--- src/rtl/mem_pkg.sv ---
// Shared definitions for the MFA/MFC memory responder: op3 opcodes, FSM states,
// access sizes and small decode helpers.
package mem_pkg;

  localparam logic [5:0] OP_LD   = 6'b000000;
  localparam logic [5:0] OP_LDUB = 6'b000001;
  localparam logic [5:0] OP_LDUH = 6'b000010;
  localparam logic [5:0] OP_LDSB = 6'b001001;
  localparam logic [5:0] OP_LDSH = 6'b001010;
  localparam logic [5:0] OP_ST   = 6'b000100;
  localparam logic [5:0] OP_STB  = 6'b000101;
  localparam logic [5:0] OP_STH  = 6'b000110;

  typedef enum logic [1:0] {IDLE, BUSY, DONE} state_e;
  typedef enum logic [1:0] {BYTE, HALF, WORD} size_e;

  typedef struct packed {
    logic  valid;
    logic  is_load;
    logic  sign_ext;
    size_e size;
  } op_info_t;

  function automatic op_info_t decode_op(input logic [5:0] op);
    op_info_t info;
    info = '{valid: 1'b1, is_load: 1'b1, sign_ext: 1'b0, size: WORD};
    case (op)
      OP_LD:   ;
      OP_LDUB: info.size = BYTE;
      OP_LDUH: info.size = HALF;
      OP_LDSB: begin info.size = BYTE; info.sign_ext = 1'b1; end
      OP_LDSH: begin info.size = HALF; info.sign_ext = 1'b1; end
      OP_ST:   info.is_load = 1'b0;
      OP_STB:  begin info.is_load = 1'b0; info.size = BYTE; end
      OP_STH:  begin info.is_load = 1'b0; info.size = HALF; end
      default: info.valid = 1'b0;
    endcase
    return info;
  endfunction

  // Bit i selects byte lane i of the aligned word; lane 0 is the lowest address (MSB).
  function automatic logic [3:0] lane_mask(input size_e size, input logic [1:0] off);
    case (size)
      BYTE:    return 4'b0001 << off;
      HALF:    return off[1] ? 4'b1100 : 4'b0011;
      default: return 4'b1111;
    endcase
  endfunction

  function automatic logic misaligned(input size_e size, input logic [1:0] off);
    return ((size == HALF) && off[0]) || ((size == WORD) && (off != 2'b00));
  endfunction

endpackage

--- src/rtl/mem_responder_256b_load_align_ext.sv ---
// Right-justifies the addressed byte/halfword of a fetched big-endian word and
// zero- or sign-extends it to 32 bits.
module load_align_ext
  import mem_pkg::*;
(
  input  logic [31:0] word_i,
  input  size_e       size_i,
  input  logic        sign_i,
  input  logic [1:0]  off_i,
  output logic [31:0] data_o
);

  logic [7:0]  byte_v;
  logic [15:0] half_v;

  always_comb begin
    case (off_i)
      2'd0:    byte_v = word_i[31:24];
      2'd1:    byte_v = word_i[23:16];
      2'd2:    byte_v = word_i[15:8];
      default: byte_v = word_i[7:0];
    endcase
    half_v = off_i[1] ? word_i[15:0] : word_i[31:16];
  end

  always_comb begin
    case (size_i)
      BYTE:    data_o = {{24{sign_i & byte_v[7]}}, byte_v};
      HALF:    data_o = {{16{sign_i & half_v[15]}}, half_v};
      default: data_o = word_i;
    endcase
  end

endmodule

--- src/rtl/mem_responder_256b.sv ---
// Multi-cycle byte-addressed memory answering the MFA/MFC handshake with a
// programmable wait-state delay. Define RAM_BYTE_PARITY_EN for per-byte parity.
//
// state | meaning
// IDLE  | waiting for MFA; request latched on acceptance
// BUSY  | wait-state countdown, access performed when counter reaches 0
// DONE  | MFC held until MFA returns low
module mem_responder_256b
  import mem_pkg::*;
#(
  parameter int ADDR_W      = 8,
  parameter int WAIT_STATES = 2
) (
  input  logic              Clk,
  input  logic              Clr,
  input  logic              MFA,
  input  logic [5:0]        MOP,
  input  logic [ADDR_W-1:0] ADDR,
  input  logic [31:0]       DataIn,
  output logic [31:0]       DataOut,
  output logic              MFC,
  output logic              MAE,
  output logic              PERR
);

  localparam int DEPTH = 2 ** ADDR_W;

  logic [7:0] mem_q [DEPTH];

  state_e            state_q, state_d;
  logic [3:0]        cnt_q, cnt_d;
  logic [5:0]        mop_q, mop_d;
  logic [ADDR_W-1:0] addr_q, addr_d;
  logic [31:0]       din_q, din_d, dout_q, dout_d;
  logic              mfc_q, mfc_d, mae_q, mae_d, perr_q, perr_d;

  op_info_t          info;
  logic [1:0]        off;
  logic [3:0]        lanes, mem_we;
  logic [31:0]       rd_word, ld_data;
  logic [7:0]        wr_byte [4];
  logic [ADDR_W-1:0] lane_addr [4];
  logic              ld_perr;

  always_comb begin
    off   = addr_q[1:0];
    info  = decode_op(mop_q);
    lanes = lane_mask(info.size, off);
    for (int i = 0; i < 4; i++) begin
      lane_addr[i]          = {addr_q[ADDR_W-1:2], 2'(i)};
      rd_word[8*(3-i) +: 8] = mem_q[lane_addr[i]];
    end
    case (info.size)
      WORD: begin
        wr_byte[0] = din_q[31:24];
        wr_byte[1] = din_q[23:16];
        wr_byte[2] = din_q[15:8];
        wr_byte[3] = din_q[7:0];
      end
      HALF: begin
        wr_byte[0] = din_q[15:8];
        wr_byte[1] = din_q[7:0];
        wr_byte[2] = din_q[15:8];
        wr_byte[3] = din_q[7:0];
      end
      default: begin
        for (int i = 0; i < 4; i++) wr_byte[i] = din_q[7:0];
      end
    endcase
  end

  load_align_ext u_align (
    .word_i (rd_word),
    .size_i (info.size),
    .sign_i (info.sign_ext),
    .off_i  (off),
    .data_o (ld_data)
  );

`ifdef RAM_BYTE_PARITY_EN
  logic par_q [DEPTH];

  // Even parity: stored bit equals the XOR of the data byte.
  always_ff @(posedge Clk) begin
    for (int i = 0; i < 4; i++) begin
      if (mem_we[i]) par_q[lane_addr[i]] <= ^wr_byte[i];
    end
  end

  always_comb begin
    ld_perr = 1'b0;
    for (int i = 0; i < 4; i++) begin
      if (lanes[i] && ((^rd_word[8*(3-i) +: 8]) != par_q[lane_addr[i]])) ld_perr = 1'b1;
    end
  end
`else
  assign ld_perr = 1'b0;
`endif

  always_comb begin
    state_d = state_q;
    cnt_d   = cnt_q;
    mop_d   = mop_q;
    addr_d  = addr_q;
    din_d   = din_q;
    dout_d  = dout_q;
    mfc_d   = mfc_q;
    mae_d   = mae_q;
    perr_d  = perr_q;
    mem_we  = 4'b0000;
    case (state_q)
      IDLE: begin
        if (MFA) begin
          mop_d   = MOP;
          addr_d  = ADDR;
          din_d   = DataIn;
          cnt_d   = 4'(WAIT_STATES);
          state_d = BUSY;
        end
      end
      BUSY: begin
        if (cnt_q != 4'd0) begin
          cnt_d = cnt_q - 4'd1;
        end else begin
          if (info.valid) begin
            if (misaligned(info.size, off)) begin
              mae_d = 1'b1;
            end else if (info.is_load) begin
              dout_d = ld_data;
              perr_d = ld_perr;
            end else begin
              mem_we = lanes;
            end
          end
          mfc_d   = 1'b1;
          state_d = DONE;
        end
      end
      default: begin
        if (!MFA) begin
          mfc_d   = 1'b0;
          mae_d   = 1'b0;
          perr_d  = 1'b0;
          state_d = IDLE;
        end
      end
    endcase
  end

  always_ff @(posedge Clk or negedge Clr) begin
    if (!Clr) begin
      state_q <= IDLE;
      cnt_q   <= '0;
      mop_q   <= '0;
      addr_q  <= '0;
      din_q   <= '0;
      dout_q  <= '0;
      mfc_q   <= 1'b0;
      mae_q   <= 1'b0;
      perr_q  <= 1'b0;
    end else begin
      state_q <= state_d;
      cnt_q   <= cnt_d;
      mop_q   <= mop_d;
      addr_q  <= addr_d;
      din_q   <= din_d;
      dout_q  <= dout_d;
      mfc_q   <= mfc_d;
      mae_q   <= mae_d;
      perr_q  <= perr_d;
    end
  end

  // Array contents survive reset; write enables are already gated by state_q.
  always_ff @(posedge Clk) begin
    for (int i = 0; i < 4; i++) begin
      if (mem_we[i]) mem_q[lane_addr[i]] <= wr_byte[i];
    end
  end

  assign DataOut = dout_q;
  assign MFC     = mfc_q;
  assign MAE     = mae_q;
  assign PERR    = perr_q;

endmodule

--- config.mk ---
export PLATFORM = sky130hd
export DESIGN_NAME = mem_responder_256b
export DESIGN_NICKNAME = d
export VERILOG_FILES = /design/src/rtl/mem_pkg.sv /design/src/rtl/mem_responder_256b_load_align_ext.sv /design/src/rtl/mem_responder_256b.sv
export SDC_FILE = /design/constraint.sdc
export NUM_CORES = 2
export LEC_CHECK = 0
export CORE_ASPECT_RATIO = 0.7
export CORE_MARGIN = 4
export CORE_UTILIZATION = 25
export CTS_BUF_LIST = sky130_fd_sc_hd__clkbuf_16
export DETAILED_ROUTE_END_ITERATION = 8
export GPL_ROUTABILITY_DRIVEN = 1
export PLACE_DENSITY = 0.37
export SETUP_SLACK_MARGIN = 0.15
export SLEW_MARGIN = 40
export SYNTH_ARGS = -nofsm -noshare
export SYNTH_HDL_FRONTEND = slang
export SYNTH_SLANG_ARGS = --single-unit
--- constraint.sdc ---
create_clock -name Clk -period 7.1 [get_ports Clk]
set_clock_uncertainty 0.1 [all_clocks]
set_input_delay 1.065 -clock Clk [delete_from_list [all_inputs] [get_ports Clk]]
set_output_delay 1.065 -clock Clk [all_outputs]
set_load 0.01 [all_outputs]
Word level (Yosys, flattened, before mapping)
Memories as Yosys holds them, arrays and structs flattened.
Index checks and enable logic that the tools add are counted.
W data, S select, Z words.
{ "totals": {"n_memories": 1, "out_inout_bits": 35, "input_bits": 49, "ff_bits": 87, "word_cells": 102, "ramBits": 2048} }
{ "mem_list": {"columns": ["name", "depth", "width", "read_ports", "rd_clocked_by_memory_dff", "write_ports", "line_no", "text"], "rows": [
  ["mem_q", 256, 8, 4, 0, 4, "mem_responder_256b.sv:28", "logic [7:0] mem_q [DEPTH];"]
]} }
{ "classes": {"reduce_logical": 22, "add_sub_neg": 1, "bitwise": 6, "mux": 41, "eq_ne": 21, "shift": 1} }
{ "op_table": {"columns": ["cell", "n"], "rows": [
  ["$pmux W32 S2", 2],
  ["$mux W4", 8],
  ["$pmux W8 S3", 1],
  ["$mux W1", 19],
  ["$eq A6 B3 Y1 const B", 3],
  ["$mux W16", 1],
  ["$pmux W4 S2", 2],
  ["$ne A2 B2 Y1 const B", 7],
  ["$eq A6 B4 Y1 const B", 2],
  ["$reduce_and A5 Y1", 2],
  ["$reduce_and A3 Y1", 3],
  ["$reduce_or A3 Y1", 3],
  ["$pmux W2 S2", 2],
  ["$reduce_or A8 Y1", 1],
  ["$eq A2 B1 Y1 const B", 3],
  ["$eq A6 B1 Y1 const B", 1],
  ["$eq A6 B2 Y1 const B", 1],
  ["$logic_not A2 Y1", 3],
  ["$logic_not A6 Y1", 1],
  ["$mux W2", 3],
  ["$pmux W1 S2", 3],
  ["$reduce_and A6 Y1", 1],
  ["$eq A2 B2 Y1 const B", 2],
  ["$not A1 Y1", 4],
  ["11 further kinds", 14]
]} }

Longest topological paths before layout
{ "depth": {"ltp_word": 12, "depth_mapped": 15, "ltp_nobuf": 10} }

By module
A second synthesis with hierarchy kept.
{ "unflattened": {"cells_unflattened": 4779, "area_unflattened_um2": 84345.9} }
{ "by_module_without_submodules": {"columns": ["module", "seq_area_each_um2", "area_per_inst_um2", "cells_per_inst", "n_inst"], "rows": [
  ["mem_responder_256b", 63651.0, 83516.3, 4672, 1],
  ["load_align_ext", 0.0, 829.5, 107, 1]
]} }

Worst setup path after synthesis
Ideal clock, no wire load.
{ "synth_timing": {"kind": "reg-to-reg", "from": "register cnt_q[0]", "to": "memory mem_q[40][0], in the netlist mem_q[10][0], enable pin", "t_required_ps": 6630, "path_stages_with_launch": 11, "setup_slack_ps": 3842, "setup_time_ps": 370, "synth_period_minus_slack_ps": 3258, "arrival_ps": 2788, "n_path_buf": 1, "cell_sequence": "dfrtp_1 > inv_1 > ha_1 > nor3b_2 > nand3b_1 > a2111oi_1 > o21ai_0 > nor3b_1 > o21ai_1 > clkbuf_1 > nor2_1"} }
{ "synth_rtl": {"columns": ["element", "line_no", "text"], "rows": [
  ["start: declaration", "mem_responder_256b.sv:31", "logic [3:0] cnt_q, cnt_d;"],
  ["start signal: assignment", "mem_responder_256b.sv:163", "cnt_q <= cnt_d;"],
  ["end: declaration", "mem_responder_256b.sv:28", null]
]} }

Worst setup path in the final report
{ "layout_timing": {"from": "register addr_q[4]", "to": "register dout_q[16], in the netlist DataOut[16]"} }
{ "layout_between": {"elab_chain_len": 4, "elab_cells_between_ends": 6, "classes_between": "mux (3); bitwise (2); memory (1)"} }
{ "layout_lines": {"columns": ["element", "line_no", "text"], "rows": [
  ["start: declaration", "mem_responder_256b.sv:33", "logic [ADDR_W-1:0] addr_q, addr_d;"],
  ["start signal: assignment", "mem_responder_256b.sv:165", "addr_q <= addr_d;"],
  ["$mem_v2 Z256 W8 (*)", null, null],
  ["$pmux W8 S3 or $mux W16 (tied branches)", "mem_responder_256b_load_align_ext.sv:17, mem_responder_256b_load_align_ext.sv:23", null],
  ["$and A1 B1 Y1, on equally long branches", "mem_responder_256b_load_align_ext.sv:28, mem_responder_256b_load_align_ext.sv:29", null],
  ["$pmux W32 S2 (*)", "mem_responder_256b_load_align_ext.sv:27", "case (size_i)"],
  ["end signal: assignment", "mem_responder_256b.sv:167", "dout_q <= dout_d;"],
  ["end: declaration", "mem_responder_256b.sv:34", "logic [31:0] din_q, din_d, dout_q, dout_d;"]
]} }
Every way passes the cells marked *; elsewhere a longest branch is shown, timed or not.
A chain may end at the register's enable or synchronous reset.

==> summary.log <==
qor: layout.synthToLayoutAreaGrowth 17.2%
qor: logic_synthesis.synth_area_per_cell 17.0 sq um
qor: logic_synthesis.synthDominantAreaCellType sky130_fd_sc_hd__edfxtp_1
qor: die.die_height 491 um
qor: global_route.first_global_vias 48,200
qor: sta.fin_ws 2030 ps
qor: clock_tree.path_clk_slew 70 ps
qor: sta.final_min_period_over_clock_period 71.4%
qor: sta.period_needed 5070 ps
qor: logic_synthesis.multiplexer_share_of_the_synthesized_area 6.74%
qor: sta.hold_vio_cnt_final 0
qor: clock_tree.worst_skew_pair.late_latency 890 ps
qor: worst_hold_path.holdCritPathClass in2async
qor: global_route.grt_first_pass_wirelength 470,000 um
qor: logic_synthesis.post_synth_edffs 2,048
qor: logic_synthesis.netlist_top_cells_area sky130_fd_sc_hd__edfxtp_1 (74%), sky130_fd_sc_hd__mux2i_1 (2.9%), sky130_fd_sc_hd__dfrtp_1 (2.6%), sky130_fd_sc_hd__a22oi_1 (2.4%), sky130_fd_sc_hd__mux2_2 (2.3%)
qor: clock_tree.tritoncts built
qor: logic_synthesis.synth.most_common_cell sky130_fd_sc_hd__edfxtp_1
qor: critical_path.worst_setup_path_start_kind flop
qor: global_route.initial_antenna_violation_count 25
qor: place.gp_congestion 0.822
qor: critical_path.critical_path.reg2reg.startpoint addr_q[4]
qor: global_route.globalRoute.totalOverflow 0
qor: clock_tree.tritoncts_num_sinks 2,134
qor: sta.final.setup.tns 0 ps
qor: place.place.detailed.hpwl 230,000 um
qor: clock_tree.cts_root_buf sky130_fd_sc_hd__clkbuf_16
qor: place.placed_cell_area 91,100 sq um
qor: logic_synthesis.synth-main-ff-cell sky130_fd_sc_hd__edfxtp_1
qor: logic_synthesis.synth-async-reset-ratio 4.03%
qor: critical_path.reg2reg_depth 9
qor: logic_synthesis.synth_xor_area_share 0.0105%
qor: critical_path.regToRegEndpoint DataOut[16]
qor: sta.worst_hold_margin 114 ps
qor: die.floorplan.die.width 699 um
qor: power_and_ir_drop.p_comb_share 37.6%
qor: sta.report.final.slew_viol_count 0
qor: route.route.antenna.remaining_nets 0
qor: power_and_ir_drop.clock_power_share 24.1%
qor: clock_tree.ctsLongestPathBuffers 4
qor: logic_synthesis.synth-warning-count 0
qor: logic_synthesis.synth_cell_types 85
qor: power_and_ir_drop.sw_frac_of_total 40.7%
qor: sta.grt_setup_unrepaired no
qor: sta.setup-violations-final 0
qor: route.routed_wirelength 356,000 um
qor: die.placeableCoreArea 332,000 sq um
qor: logic_synthesis.synth.net_count 4,954
qor: power_and_ir_drop.power.ir.vdd_worst 0.302 mV
qor: logic_synthesis.seq_area_frac_synth 76.3%
qor: clock_tree.maximum_level_of_the_cts_h_tree 4
qor: global_route.track_usage 20.1%
qor: job.max_cap_viol_count 0
qor: die.start_util 25.1%
qor: die.rows 177
qor: route.drt_iter0_markers 7,244
qor: power_and_ir_drop.switchingPower 18.5 mW
qor: die.die-area 343,000 sq um
qor: sta.slew_worst_pin 1030 ps
qor: route.post_detailed_route_drc_marker_count 0
qor: layout.final_area 97,800 sq um
qor: power_and_ir_drop.power_per_cell_area 465 nW/um^2
qor: place.placement.io_buffers 82
qor: layout.finalCoreUtilization 29.4%
qor: logic_synthesis.ys_seq_elements 2,134
qor: critical_path.setup.worst_path.class reg2reg
qor: clock_tree.tritoncts.num_buffers 212
qor: sta.max_freq 197 MHz
qor: clock_tree.cts_hold_buffers 0
qor: sta.max_slew_margin 31.1%
qor: die.design.portCount 84
qor: logic_synthesis.yosys.area_share.simple 4.26%
qor: place.post-place-ws 2060 ps
qor: logic_synthesis.post_synth_fa_ha_maj_area_fraction 0.0300%
qor: power_and_ir_drop.internal_power 27.0 mW
qor: critical_path.worstPathMaxFanout 31
qor: route.detailroute.via_count 50,700
qor: layout.fraction_of_final_layout_cells_with_drive_strength_greater_than_1 20.9%
qor: logic_synthesis.synth_top_family_by_area compound AO/OA/AOI/OAI gates
qor: clock_tree.postCtsResizedCells 0
qor: route.routedWlPerCell 36.9 um
qor: route.drtPass1Iterations 6
qor: status.run_status completed
qor: global_route.grt_max_degree 75
qor: logic_synthesis.synth-compound-area-share 10.4%
qor: critical_path.timing.critical_path.required 7720 ps
qor: logic_synthesis.netlist.area_leader.share 73.7%
qor: logic_synthesis.postSynthCellCount 4,903
qor: logic_synthesis.synth.cell_area 83,400 sq um
qor: clock_tree.cts_setup_buffers 0
qor: critical_path.r2r_setup_slack 2030 ps
qor: power_and_ir_drop.power_leakage 30.2 nW
qor: critical_path.timing.critical_path.to_type flop
qor: route.detail_route.vias_per_cell 5.26
qor: logic_synthesis.post_synth_most_frequent_cells sky130_fd_sc_hd__edfxtp_1 (2,048), sky130_fd_sc_hd__nor2_1 (353), sky130_fd_sc_hd__a22oi_1 (266)
qor: critical_path.cp.arrival 5690 ps
qor: power_and_ir_drop.power.sequential.fraction 38.2%
qor: layout.design.final.nets 5,152
how the worst max path moves through the flow:
stage,from,slack [ps],end,depth (start not counted)
6_report,addr_q[4],2030,DataOut[16],9
5_1_grt,cnt_q[1],1900,mem_q[6][27],11
4_1_cts,cnt_q[1],2000,mem_q[53][26],11
3_5_place_dp,cnt_q[1],2060,mem_q[19][29],11
3_3_place_gp,cnt_q[1],1790,mem_q[52][10],11
2_1_floorplan,cnt_q[0],3840,mem_q[10][0],10
layout by cell type, fill, tap and decap left out, types with 55 or more instances in the layout:
cell	instances
sky130_fd_sc_hd__clkbuf_16	217
sky130_fd_sc_hd__inv_1	65
sky130_fd_sc_hd__o21ai_0	88
sky130_fd_sc_hd__nand2_1	177
sky130_fd_sc_hd__a21oi_1	124
sky130_fd_sc_hd__clkdlybuf4s50_1	81
sky130_fd_sc_hd__nand2_2	59
sky130_fd_sc_hd__nor2_1	160
sky130_fd_sc_hd__mux2_2	168
sky130_fd_sc_hd__a221oi_1	126
sky130_fd_sc_hd__a31oi_1	84
sky130_fd_sc_hd__mux4_2	55
sky130_fd_sc_hd__dfrtp_1	75
sky130_fd_sc_hd__nor2_2	189
sky130_fd_sc_hd__edfxtp_1	2048
sky130_fd_sc_hd__buf_4	201
sky130_fd_sc_hd__a22o_1	76
sky130_fd_sc_hd__mux2i_1	242
sky130_fd_sc_hd__a22oi_1	266
sky130_fd_sc_hd__a221o_1	78
power by group through the flow:
stage / logic (mW) / clock network [mW] / registers (mW)
after floorplan: 7.48 / 0 / 17.4
after global placement: 16.5 / 0 / 17.7
after detailed placement: 16.8 / 0 / 17.7
after CTS: 16.8 / 11.2 / 17.4
after global routing: 17.5 / 11.7 / 17.4
final: 17.1 / 11.0 / 17.4
kinds of logic after synthesis:
family	after synthesis
flip-flops	2134
AO/OA/AOI/OAI	1149
AND/OR/NAND/NOR	782
multiplexers	471
buffers and inverters	363
adder cells (fa/ha/maj)	2
other	1
XOR/XNOR	1
metal layers:
| layer | up-vias | wire [um] | global-route usage [%] |
|---|---|---|---|
| li1 | 20400 | - | - |
| met1 | 27600 | 170000 | 30.8 |
| met2 | 2398 | 146000 | 28.0 |
| met3 | 380 | 31200 | 5.02 |
| met4 | 2 | 8650 | 4.44 |
| met5 | - | 7 | 0 |
stage by stage:
step / total power, mW / instances
after floorplan: 24.9 / 4903
after CTS: 45.4 / 9634
after global routing: 46.6 / 9643
after detailed placement: 34.5 / 9263
after global placement: 34.2 / 9250
final: 45.4 / 9646
final cells by class:
type	instances	area, sq um
Fill cell	32800	234000
Sequential cell	2134	63700
Multi-Input combinational cell	2406	18900
Tap cell	4385	5490
Clock buffer	217	5430
Timing Repair Buffer	337	3240
Clock inverter	154	983
Inverter	10	48.8
Antenna cell	3	7.51
flip-flops by register name (all words and copies together) (netlist names), 2 cells and up:
| name | count |
|---|---|
| mop_q | 6 |
| DataOut | 32 |
| state_q | 2 |
| din_q | 32 |
| addr_q | 8 |
| cnt_q | 4 |
| mem_q | 2048 |
worst max-delay path: stages (launching register included):
cell and delay (ps):
sky130_fd_sc_hd__dfrtp_4 880, sky130_fd_sc_hd__clkinv_2 810, sky130_fd_sc_hd__buf_12 440, sky130_fd_sc_hd__a221oi_1 320, sky130_fd_sc_hd__nor3_1 80, sky130_fd_sc_hd__a211o_1 370
sky130_fd_sc_hd__nor4_4 640, sky130_fd_sc_hd__nand3_2 270, sky130_fd_sc_hd__a31oi_4 630, sky130_fd_sc_hd__a31oi_1 170
Power figures use the tool's default switching activity.
